===== src/rtl/frame_pixel_streamer.sv =====
`default_nettype none
// ============================================================================
// Module      : frame_pixel_streamer
// Description : Streams one stored frame from a synchronous frame-buffer RAM
//               in raster order as a valid/ready pixel stream with position
//               and framing flags. Optional horizontal blanking between lines.
// Revision    : 1.0 - initial release
// ============================================================================
module frame_pixel_streamer #(
    parameter int WIDTH      = 320,
    parameter int HEIGHT     = 240,
    parameter int DATA_WIDTH = 12,
    parameter int HBLANK     = 0
) (
    input  logic                                  clk,
    input  logic                                  rst,
    input  logic                                  start,
    output logic                                  busy,
    output logic                                  done,
    output logic                                  rd_en,
    output logic [$clog2(WIDTH*HEIGHT)-1:0]       rd_addr,
    input  logic signed [DATA_WIDTH-1:0]          rd_data,
    output logic signed [DATA_WIDTH-1:0]          data_out,
    output logic                                  data_valid,
    input  logic                                  data_ready,
    output logic                                  sof,
    output logic                                  eol,
    output logic [$clog2(WIDTH)-1:0]              out_x,
    output logic [$clog2(HEIGHT)-1:0]             out_y
);

    localparam int c_ADDR_W = $clog2(WIDTH*HEIGHT);
    localparam int c_X_W    = $clog2(WIDTH);
    localparam int c_Y_W    = $clog2(HEIGHT);
    localparam int c_HB_W   = (HBLANK > 1) ? $clog2(HBLANK) : 1;

    localparam logic [c_X_W-1:0]  c_X_LAST  = c_X_W'(WIDTH - 1);
    localparam logic [c_Y_W-1:0]  c_Y_LAST  = c_Y_W'(HEIGHT - 1);
    localparam logic [c_HB_W-1:0] c_HB_LAST = c_HB_W'((HBLANK > 0) ? HBLANK - 1 : 0);

    localparam logic [1:0] c_S_IDLE   = 2'd0;
    localparam logic [1:0] c_S_READ   = 2'd1;
    localparam logic [1:0] c_S_HBLANK = 2'd2;
    localparam logic [1:0] c_S_DRAIN  = 2'd3;

    // Control / read side
    logic [1:0]            r_state;
    logic [c_ADDR_W-1:0]   r_addr;
    logic [c_X_W-1:0]      r_rx;
    logic [c_Y_W-1:0]      r_ry;
    logic [c_HB_W-1:0]     r_hb_cnt;
    logic                  r_busy;
    logic                  r_done;

    // Read in flight: RAM word is on rd_data this cycle
    logic                  r_inf;
    logic [c_X_W-1:0]      r_if_x;
    logic [c_Y_W-1:0]      r_if_y;

    // Output register (head of queue)
    logic                         r_ov;
    logic signed [DATA_WIDTH-1:0] r_out_data;
    logic [c_X_W-1:0]             r_out_x;
    logic [c_Y_W-1:0]             r_out_y;

    // Skid entry (only occupied while the output register is occupied)
    logic                         r_sv;
    logic signed [DATA_WIDTH-1:0] r_sk_data;
    logic [c_X_W-1:0]             r_sk_x;
    logic [c_Y_W-1:0]             r_sk_y;

    logic [1:0] w_occ;
    logic       w_issue;
    logic       w_xfer;
    logic       w_empty_next;

    logic                         w_ov_n;
    logic signed [DATA_WIDTH-1:0] w_out_data_n;
    logic [c_X_W-1:0]             w_out_x_n;
    logic [c_Y_W-1:0]             w_out_y_n;
    logic                         w_sv_n;
    logic signed [DATA_WIDTH-1:0] w_sk_data_n;
    logic [c_X_W-1:0]             w_sk_x_n;
    logic [c_Y_W-1:0]             w_sk_y_n;

    // Reads in flight plus held pixels; a new read is only issued when at
    // most one slot is used, so the returning word always finds room.
    assign w_occ        = 2'(r_ov) + 2'(r_sv) + 2'(r_inf);
    assign w_issue      = (r_state == c_S_READ) && (w_occ <= 2'd1);
    assign w_xfer       = data_valid && data_ready;
    assign w_empty_next = (w_occ == {1'b0, w_xfer});

    // A returning word with an empty output register is presented directly,
    // giving a pixel the cycle after its read.
    assign data_valid = r_ov | r_inf;
    assign data_out   = r_ov ? r_out_data : (r_inf ? rd_data : '0);
    assign out_x      = r_ov ? r_out_x    : (r_inf ? r_if_x  : '0);
    assign out_y      = r_ov ? r_out_y    : (r_inf ? r_if_y  : '0);
    assign sof        = data_valid && (out_x == '0) && (out_y == '0);
    assign eol        = data_valid && (out_x == c_X_LAST);

    assign busy    = r_busy;
    assign done    = r_done;
    assign rd_en   = w_issue;
    assign rd_addr = r_addr;

    // Next contents of output register and skid: pop head on transfer, then
    // compact remaining entries oldest-first (output, skid, returning word).
    always_comb begin
        w_ov_n       = r_ov;
        w_out_data_n = r_out_data;
        w_out_x_n    = r_out_x;
        w_out_y_n    = r_out_y;
        w_sv_n       = r_sv;
        w_sk_data_n  = r_sk_data;
        w_sk_x_n     = r_sk_x;
        w_sk_y_n     = r_sk_y;
        if (r_ov) begin
            if (w_xfer) begin
                if (r_sv) begin
                    w_out_data_n = r_sk_data;
                    w_out_x_n    = r_sk_x;
                    w_out_y_n    = r_sk_y;
                    w_sv_n       = r_inf;
                    w_sk_data_n  = rd_data;
                    w_sk_x_n     = r_if_x;
                    w_sk_y_n     = r_if_y;
                end else begin
                    w_ov_n       = r_inf;
                    w_out_data_n = rd_data;
                    w_out_x_n    = r_if_x;
                    w_out_y_n    = r_if_y;
                    w_sv_n       = 1'b0;
                end
            end else if (!r_sv && r_inf) begin
                w_sv_n      = 1'b1;
                w_sk_data_n = rd_data;
                w_sk_x_n    = r_if_x;
                w_sk_y_n    = r_if_y;
            end
        end else begin
            w_ov_n       = r_inf && !w_xfer;
            w_out_data_n = rd_data;
            w_out_x_n    = r_if_x;
            w_out_y_n    = r_if_y;
            w_sv_n       = 1'b0;
        end
    end

    // Pixel buffering: in-flight tracking, output register and skid entry.
    always_ff @(posedge clk) begin
        if (rst) begin
            r_inf      <= 1'b0;
            r_if_x     <= '0;
            r_if_y     <= '0;
            r_ov       <= 1'b0;
            r_out_data <= '0;
            r_out_x    <= '0;
            r_out_y    <= '0;
            r_sv       <= 1'b0;
            r_sk_data  <= '0;
            r_sk_x     <= '0;
            r_sk_y     <= '0;
        end else begin
            r_inf      <= w_issue;
            r_if_x     <= r_rx;
            r_if_y     <= r_ry;
            r_ov       <= w_ov_n;
            r_out_data <= w_out_data_n;
            r_out_x    <= w_out_x_n;
            r_out_y    <= w_out_y_n;
            r_sv       <= w_sv_n;
            r_sk_data  <= w_sk_data_n;
            r_sk_x     <= w_sk_x_n;
            r_sk_y     <= w_sk_y_n;
        end
    end

    // Frame sequencing FSM with read address / raster coordinate counters.
    always_ff @(posedge clk) begin
        if (rst) begin
            r_state  <= c_S_IDLE;
            r_addr   <= '0;
            r_rx     <= '0;
            r_ry     <= '0;
            r_hb_cnt <= '0;
            r_busy   <= 1'b0;
            r_done   <= 1'b0;
        end else begin
            r_done <= 1'b0;
            if (w_issue) begin
                r_addr <= r_addr + c_ADDR_W'(1);
                if (r_rx == c_X_LAST) begin
                    r_rx <= '0;
                    r_ry <= r_ry + c_Y_W'(1);
                end else begin
                    r_rx <= r_rx + c_X_W'(1);
                end
            end
            case (r_state)
                c_S_IDLE: begin
                    if (start) begin
                        r_state <= c_S_READ;
                        r_busy  <= 1'b1;
                        r_addr  <= '0;
                        r_rx    <= '0;
                        r_ry    <= '0;
                    end
                end
                c_S_READ: begin
                    if (w_issue && (r_rx == c_X_LAST)) begin
                        if (r_ry == c_Y_LAST) begin
                            r_state <= c_S_DRAIN;
                        end else if (HBLANK > 0) begin
                            r_state  <= c_S_HBLANK;
                            r_hb_cnt <= '0;
                        end
                    end
                end
                c_S_HBLANK: begin
                    if (r_hb_cnt == c_HB_LAST) begin
                        r_state <= c_S_READ;
                    end else begin
                        r_hb_cnt <= r_hb_cnt + c_HB_W'(1);
                    end
                end
                c_S_DRAIN: begin
                    if (w_empty_next) begin
                        r_state <= c_S_IDLE;
                        r_busy  <= 1'b0;
                        r_done  <= 1'b1;
                    end
                end
                default: r_state <= c_S_IDLE;
            endcase
        end
    end

endmodule
`default_nettype wire


===== config.mk =====
export PLATFORM = sky130hd
export DESIGN_NAME = frame_pixel_streamer
export DESIGN_NICKNAME = d
export VERILOG_FILES = /design/src/rtl/frame_pixel_streamer.sv
export SDC_FILE = /design/constraint.sdc
export NUM_CORES = 1
export LEC_CHECK = 0
export CORE_MARGIN = 10
export CORE_UTILIZATION = 55
export DETAILED_ROUTE_END_ITERATION = 8
export DONT_BUFFER_PORTS = 1
export PLACE_DENSITY = 0.7
export SLEW_MARGIN = 20
export SYNTH_ARGS = -nofsm -noshare
export SYNTH_HDL_FRONTEND = slang
export SYNTH_SLANG_ARGS = --single-unit

===== constraint.sdc =====
create_clock -name clk -period 3.2 [get_ports clk]
set_input_delay 0.32 -clock clk [delete_from_list [all_inputs] [get_ports clk]]
set_output_delay 0.32 -clock clk [all_outputs]
set_load 0.02 [all_outputs]

==> results of run 1 <==
[state kept, by name, indices dropped and copies added, names as in the netlist]
signal and cells:
r_rx 9, r_state 2, r_sk_y 8, r_ry 8, r_if_x 9, rd_addr 17
r_out_x 9, r_out_y 8, r_inf 1, r_out_data 12, r_sk_x 9, r_if_y 8
r_sv 1, done 1, r_sk_data 12, r_ov 1, busy 1
[Yosys cell counts (3+ instances only)]
| master | instances | area [µm²] |
|---|---|---|
| a211oi_1 | 3 | 22.5 |
| a21oi_1 | 14 | 70.1 |
| a311oi_1 | 29 | 254 |
| buf_1 | 8 | 30.0 |
| buf_2 | 3 | 15.0 |
| clkbuf_1 | 39 | 146 |
| dfxtp_1 | 116 | 2320 |
| ha_1 | 4 | 50.1 |
| inv_1 | 10 | 37.5 |
| mux2i_1 | 32 | 320 |
| nand2_1 | 110 | 413 |
| nand2b_1 | 62 | 388 |
| nand3_1 | 37 | 185 |
| nand4_1 | 8 | 50.1 |
| nor2_1 | 59 | 221 |
| nor2b_1 | 17 | 106 |
| nor3_1 | 11 | 55.1 |
| nor4_1 | 11 | 68.8 |
| o21ai_0 | 40 | 200 |
| o31ai_1 | 3 | 22.5 |
| or3_1 | 12 | 75.1 |
| xnor2_1 | 16 | 140 |
| xor2_1 | 4 | 35.0 |
[routing by layer]
layer	track usage [%]	wire [µm]	vias up	share of wire [%]
met5	0	0	-	0
met4	7.63	240	0	1.8
met3	6.85	1080	19	8.0
met2	30.3	6310	136	47
met1	22.6	5850	2209	43
li1	-	-	2299	-
[cells by family (layout without fill, tap and decap cells)]
family,Yosys count,count (layout),synth area share [%]
compound gates,95,95,11.5
mux,32,32,5.92
xor+xnor,20,20,3.24
simple gates,339,339,30.7
buf+inv,62,76,4.40
fa+ha+maj,5,5,1.30
flops,116,116,42.9
[cell type report]
class	instances	area (µm²)	area share [%]
Clock inverter	13	205	3.24
Inverter	11	41.3	0.653
Clock buffer	19	432	6.82
Tap cell	133	166	2.63
Multi-Input combinational cell	491	2860	45.1
Sequential cell	116	2320	36.7
Timing Repair Buffer	33	303	4.79
[final timing paths]
check	cells past startpoint	startpoint	slack (ps)	end
min	2	rst	10	r_sk_x[8]
min reg2reg	2	r_sk_x[4]	470	r_sk_x[4]
max reg2reg	5	r_ov	500	rd_addr[16]
max	6	r_inf	180	eol
[timing repair]
| item | 4_1_cts | 5_1_grt |
|---|---|---|
| hold buffers | 15 | 0 |
| hold endpoints to repair | 75 | 0 |
| setup buffers | 0 | 0 |
[where the power goes]
part | leakage [nW] | internal, W | switching, W | total (W)
clock network | 0.304 | 0.00136 | 0.000664 | 0.00203
registers | 0.940 | 0.00148 | 0.0000294 | 0.00150
logic | 0.904 | 0.0000775 | 0.000143 | 0.000221
total | 2.15 | 0.00291 | 0.000837 | 0.00375
[layout by cell type (no fill, tap or decap), drive strengths merged, types with 2 or more instances in the layout]
cell / count
buf: 19
dlygate4sd3: 14
nand2: 110
nand2b: 62
or3b: 2
o31ai: 3
clkinvlp: 3
nor2b: 17
nor2: 59
clkbuf: 19
xor2: 4
nand4: 8
dfxtp: 116
a21oi: 14
a211oi: 3
xnor2: 16
nand3: 37
mux2i: 32
and4: 2
a311oi: 29
bufinv: 5
inv: 12
or4: 2
nor3: 11
ha: 4
nor4: 11
o21ai: 40
or3: 12
clkinv: 4
[through the flow]
stage                     cells  hold slack (ps)  total power, W  cell area, µm²
after detailed placement    769              406         0.00172            5520
after global routing        816            0.667         0.00387            6330
after floorplan             669              447         0.00169            5410
after global placement      769              406         0.00171            5520
final                       816             9.76         0.00375            6330
after CTS                   816            0.647         0.00378            6330
==> summary.md, run 1 <==
| Metric | Value |
|---|---|
| Share of layout cells above drive strength 1 | `under 10%` |
| Final setup vio count | `0` |
| Initial antenna violation count | `0` |
| Crit-path slowest cell | `o21ai_0` |
| Cell area after synthesis | `0.00541 mm²` |
| Top Ports | `68` |
| Critical path launch point type | `flip-flop` |
| Static Leakage | `about 2.1 nW` |
| Buffer depth of the longest clock path | `2` |
| Total Routing Usage GR | `about a fifth` |
| Filler cells | `792` |
| Area Overhead vs Synth | `17.0%` |
| CTS tree | `done` |
| Rows | `36` |
| Initial DRC count | `355` |
| Crit-path cells | `buf_4, nand2_1, o21ai_0, nand4_1, nor3_1, buf_4` |
| Largest delay share family, worst path | `compound AO/OA/AOI/OAI gates` |
| Die Y | `119 µm` |
| Synth Instances | `669` |
| DRT Wirelength | `~13000 µm` |
| Crit path buf inv count | `2` |
| Outcome | `completed` |
| Root buf cell | `clkbuf_8` |
| Actual slew at the worst max-slew pin | `1080 ps` |
| HP Class | `in2reg` |
| PnR worst setup slack | `185 ps` |
| Clk_skew | `8.52 ps` |
| Async S/R FF share, synth | `0%` |
| Number of flops mapped to enable cells by yosys | `0` |
| Vias in the first global route | `4475` |
| CP required | `2880 ps` |
| Util after Layout | `65.3%` |
| Count of final max-slew check failures | `0` |
| GPL Wtd Cong | `0.814` |
| Syn nets | `690` |
| Slowest stage delay, CP | `750 ps` |
| RSZ-0062 raised after global routing | `false` |
| Final Net Count | `691` |
| Initial Util | `~56%` |
| Top cell by count, worst path | `buf_4` |
| Yosys warns | `0` |
| Power Density | `593 mW/mm²` |
| Seq/Total Area, Yosys | `42.9%` |
| Routed vias | `4663` |
| Worst slack, placed | `517 ps` |
| Clock Sinks | `116` |
| Ant. Diodes | `0` |
| DRC violations left | `0` |
| Max cap viols | `0` |
| Peak VDD IR | `about 0.00031 V` |
| Post_cts resized | `0` |
| Setup tns final | `0 ps` |
| Dpl hpwl | `roughly 8500 µm` |
| Die Wd | `between 100 and 150 µm` |
| IO buf count | `0` |
| Mean Syn Cell Area | `8.08 µm²` |
| Setup CP Type | `reg2out` |
| Area of the core | `between 0.009 and 0.01 mm²` |
| Slew HR | `28.0%` |
| Fmax | `0.332 GHz` |
| Via density per instance | `5.71` |
| H-tree depth | `4` |
| Time the worst path needs with I/O delays and setup | `3020 ps` |
| Fin. Hold Viols | `0` |
| Post-DRT Antenna Nets | `0` |
| Synthesized flop and latch total | `116` |
| DR pass1 iterations | `5` |
| Critical path arrival | `between 2000 and 3000 ps` |
| Largest net degree at the start of global routing | `78` |
| Die area | `0.0142 mm²` |
| CP Capture Type | `output pin` |
| CTS clk-pin slew, worst paths | `60 ps` |
| CTS buffer count | `17` |
| Final worst-path cycle share | `a little over nine tenths` |
| Unique cell type count in the Yosys netlist | `42` |
| Worst-path fanout max | `36` |
| WL/cell | `between 15 and 20 µm` |
| Worst-Skew Late Latency | `between 500 and 600 ps` |
| Synth Flop Type | `dfxtp_1` |
| First-pass GRT wire length | `between 20000 and 25000 µm` |
| Grt ovf | `0` |
Note: power is estimated with default switching activity, not from simulation.
==> inputs of run 2 (changes only) <==
--- a/config.mk
+++ b/config.mk
@@ -10,6 +10,7 @@
 export DETAILED_ROUTE_END_ITERATION = 8
 export DONT_BUFFER_PORTS = 1
 export PLACE_DENSITY = 0.7
+export RECOVER_POWER = 100
 export SLEW_MARGIN = 20
 export SYNTH_ARGS = -nofsm -noshare
 export SYNTH_HDL_FRONTEND = slang
==> run 2 against run 1 <==
Effect of this change:
- count of clock-buffer cells in the layout unchanged
- total power down 0.30%
- largest cell class unchanged
- critical path type unchanged
- cell count is the same
- sequential cell count unchanged
- hold slack improved by 12 ps
- utilization decreased by 0.43 points
- non-clock buffer count unchanged
- design area fell by 0.65%
- register-to-register slack lost 180 ps
- combinational power decreased by 2%
- critical path depth down 2
==> summary.md, run 2 (synthesized netlist as in run 1, its figures left out) <==
| Metric | Value |
|---|---|
| DRT Wirelength | `13400 µm` |
| WP depth | `4` |
| Max cap viols | `0` |
| Critical path arrival | `roughly 2700 ps` |
| CTS clk-pin slew, worst paths | `60 ps` |
| Final setup vio count | `0` |
| Peak VDD IR | `0.000313 V` |
| WHS | `21.8 ps` |
| Initial antenna violation count | `0` |
| Crit path buf inv count | `2` |
| Hold Path Stages | `2` |
| Area Overhead vs Synth | `16.2%` |
| IO buf count | `0` |
| DRC violations left | `0` |
| Count of final max-slew check failures | `0` |
| Critical path launch point type | `flip-flop` |
| Clk_skew | `7.52 ps` |
| Crit-path slowest cell | `fa_1` |
| CP Capture Type | `output pin` |
| Area of the core | `0.00968 mm²` |
| Commonest non-fill, non-tap cell in the layout | `dfxtp_1` |
| Via density per instance | `5.69` |
| WL/cell | `16.5 µm` |
| Grt ovf | `0` |
| Ant. Diodes | `0` |
| Die Wd | `119 µm` |
| Outcome | `completed` |
| Post_cts resized | `0` |
| Worst R2R Path Depth | `7` |
| Root buf cell | `clkbuf_8` |
| Worst slack, placed | `517 ps` |
| Dpl hpwl | `8470 µm` |
| Initial Util | `55.8%` |
| Initial DRC count | `about 360` |
| Most frequent cells in the layout | `115 x dfxtp_1, 110 x nand2_1, 62 x nand2b_1, 58 x nor2_1, 40 x o21ai_0` |
| Slowest stage delay, CP | `520 ps` |
| CTS buffer count | `17` |
| Clock Sinks | `116` |
| First-pass GRT wire length | `approximately 22000 µm` |
| Crit-path cells | `fa_1, or3b_1, clkbuf_1, inv_1` |
| DR pass1 iterations | `4` |
| Static Leakage | `2.11 nW` |
| Fmax | `0.334 GHz` |
| Slew HR | `23.5%` |
| Setup Buffers After CTS | `0` |
| Filler cells | `803` |
| Die area | `roughly 0.014 mm²` |
| Buffer depth of the longest clock path | `2` |
| CTS tree | `done` |
| Share of layout cells above drive strength 1 | `6.73%` |
| Worst-Skew Late Latency | `510 ps` |
| Largest net degree at the start of global routing | `78` |
| RSZ-0062 raised after global routing | `false` |
| Setup tns final | `0 ps` |
| Total power | `between 0.003 and 0.004 W` |
| CP required | `2880 ps` |
| Time the worst path needs with I/O delays and setup | `2990 ps` |
| Final Net Count | `691` |
| Vias in the first global route | `4475` |
| Largest delay share family, worst path | `buffers and inverters` |
| Rows | `36` |
| Final worst-path cycle share | `93.5%` |
| Total Routing Usage GR | `between 10% and 20%` |
| Max reg flops | `17` |
| Setup CP Type | `reg2out` |
| GPL Wtd Cong | `0.814` |
| Actual slew at the worst max-slew pin | `~1100 ps` |
| HP Class | `in2reg` |
| H-tree depth | `4` |
| Top Ports | `68` |
| PnR worst setup slack | `~210 ps` |
| Fin. Hold Viols | `0` |
| Post-DRT Antenna Nets | `0` |
| Worst-path fanout max | `23` |
| Routed vias | `4645` |
| Power Density | `595 mW/mm²` |
| Die Y | `119 µm` |
| CTS Hold Bufs | `15` |
[run 2: cell count changes in the layout (fill, tap and decap cells not counted)]
| cell | change |
|---|---|
| clkbuf_2 | +3 |
| inv_1 | +1 |
| buf_4 | -12 |
| inv_2 | -1 |
| clkbuf_1 | +9 |
[run 2: per-layer routing]
layer	track usage (%)	part of all wire, %	up-vias
met5	0	0	-
met4	7.63	1.3	0
met3	6.85	8.8	15
met2	30.3	48	138
met1	22.6	42	2191
li1	-	-	2301
[run 2: report_power, final]
| group | switching (W) | internal (W) |
|---|---|---|
| logic | 0.000143 | 0.0000738 |
| clock network | 0.000658 | 0.00136 |
| registers | 0.0000294 | 0.00148 |
[run 2: final cells by class]
| class | instances | area [µm²] | area share [%] |
|---|---|---|---|
| multi-input cells | 491 | 2860 | 45.4 |
| flip-flops and latches | 116 | 2320 | 37.0 |
| clock buffers | 19 | 432 | 6.87 |
| repair buffers | 33 | 262 | 4.16 |
| clock inverters | 13 | 205 | 3.26 |
| well taps | 133 | 166 | 2.65 |
| inverters | 11 | 41.3 | 0.657 |
[run 2: through the flow]
step | area (µm²) | util, % | instances
floorplan | 5410 | - | 669
global placement | 5520 | 57.0 | 769
detailed placement | 5520 | 57.0 | 769
CTS | 6330 | 65.3 | 816
global route | 6280 | 64.9 | 816
finish | 6280 | 64.9 | 816
[run 2: worst paths after layout]
| path | startpoint | endpoint | slack, ps |
|---|---|---|---|
| worst max-delay path | r_ov | rd_en | 210 |
| worst min-delay path | rst | r_sk_x[8] | 20 |
| worst max register to register | r_ov | r_sk_data[0] | 320 |
| worst min register to register | r_sk_x[6] | r_sk_x[6] | 470 |
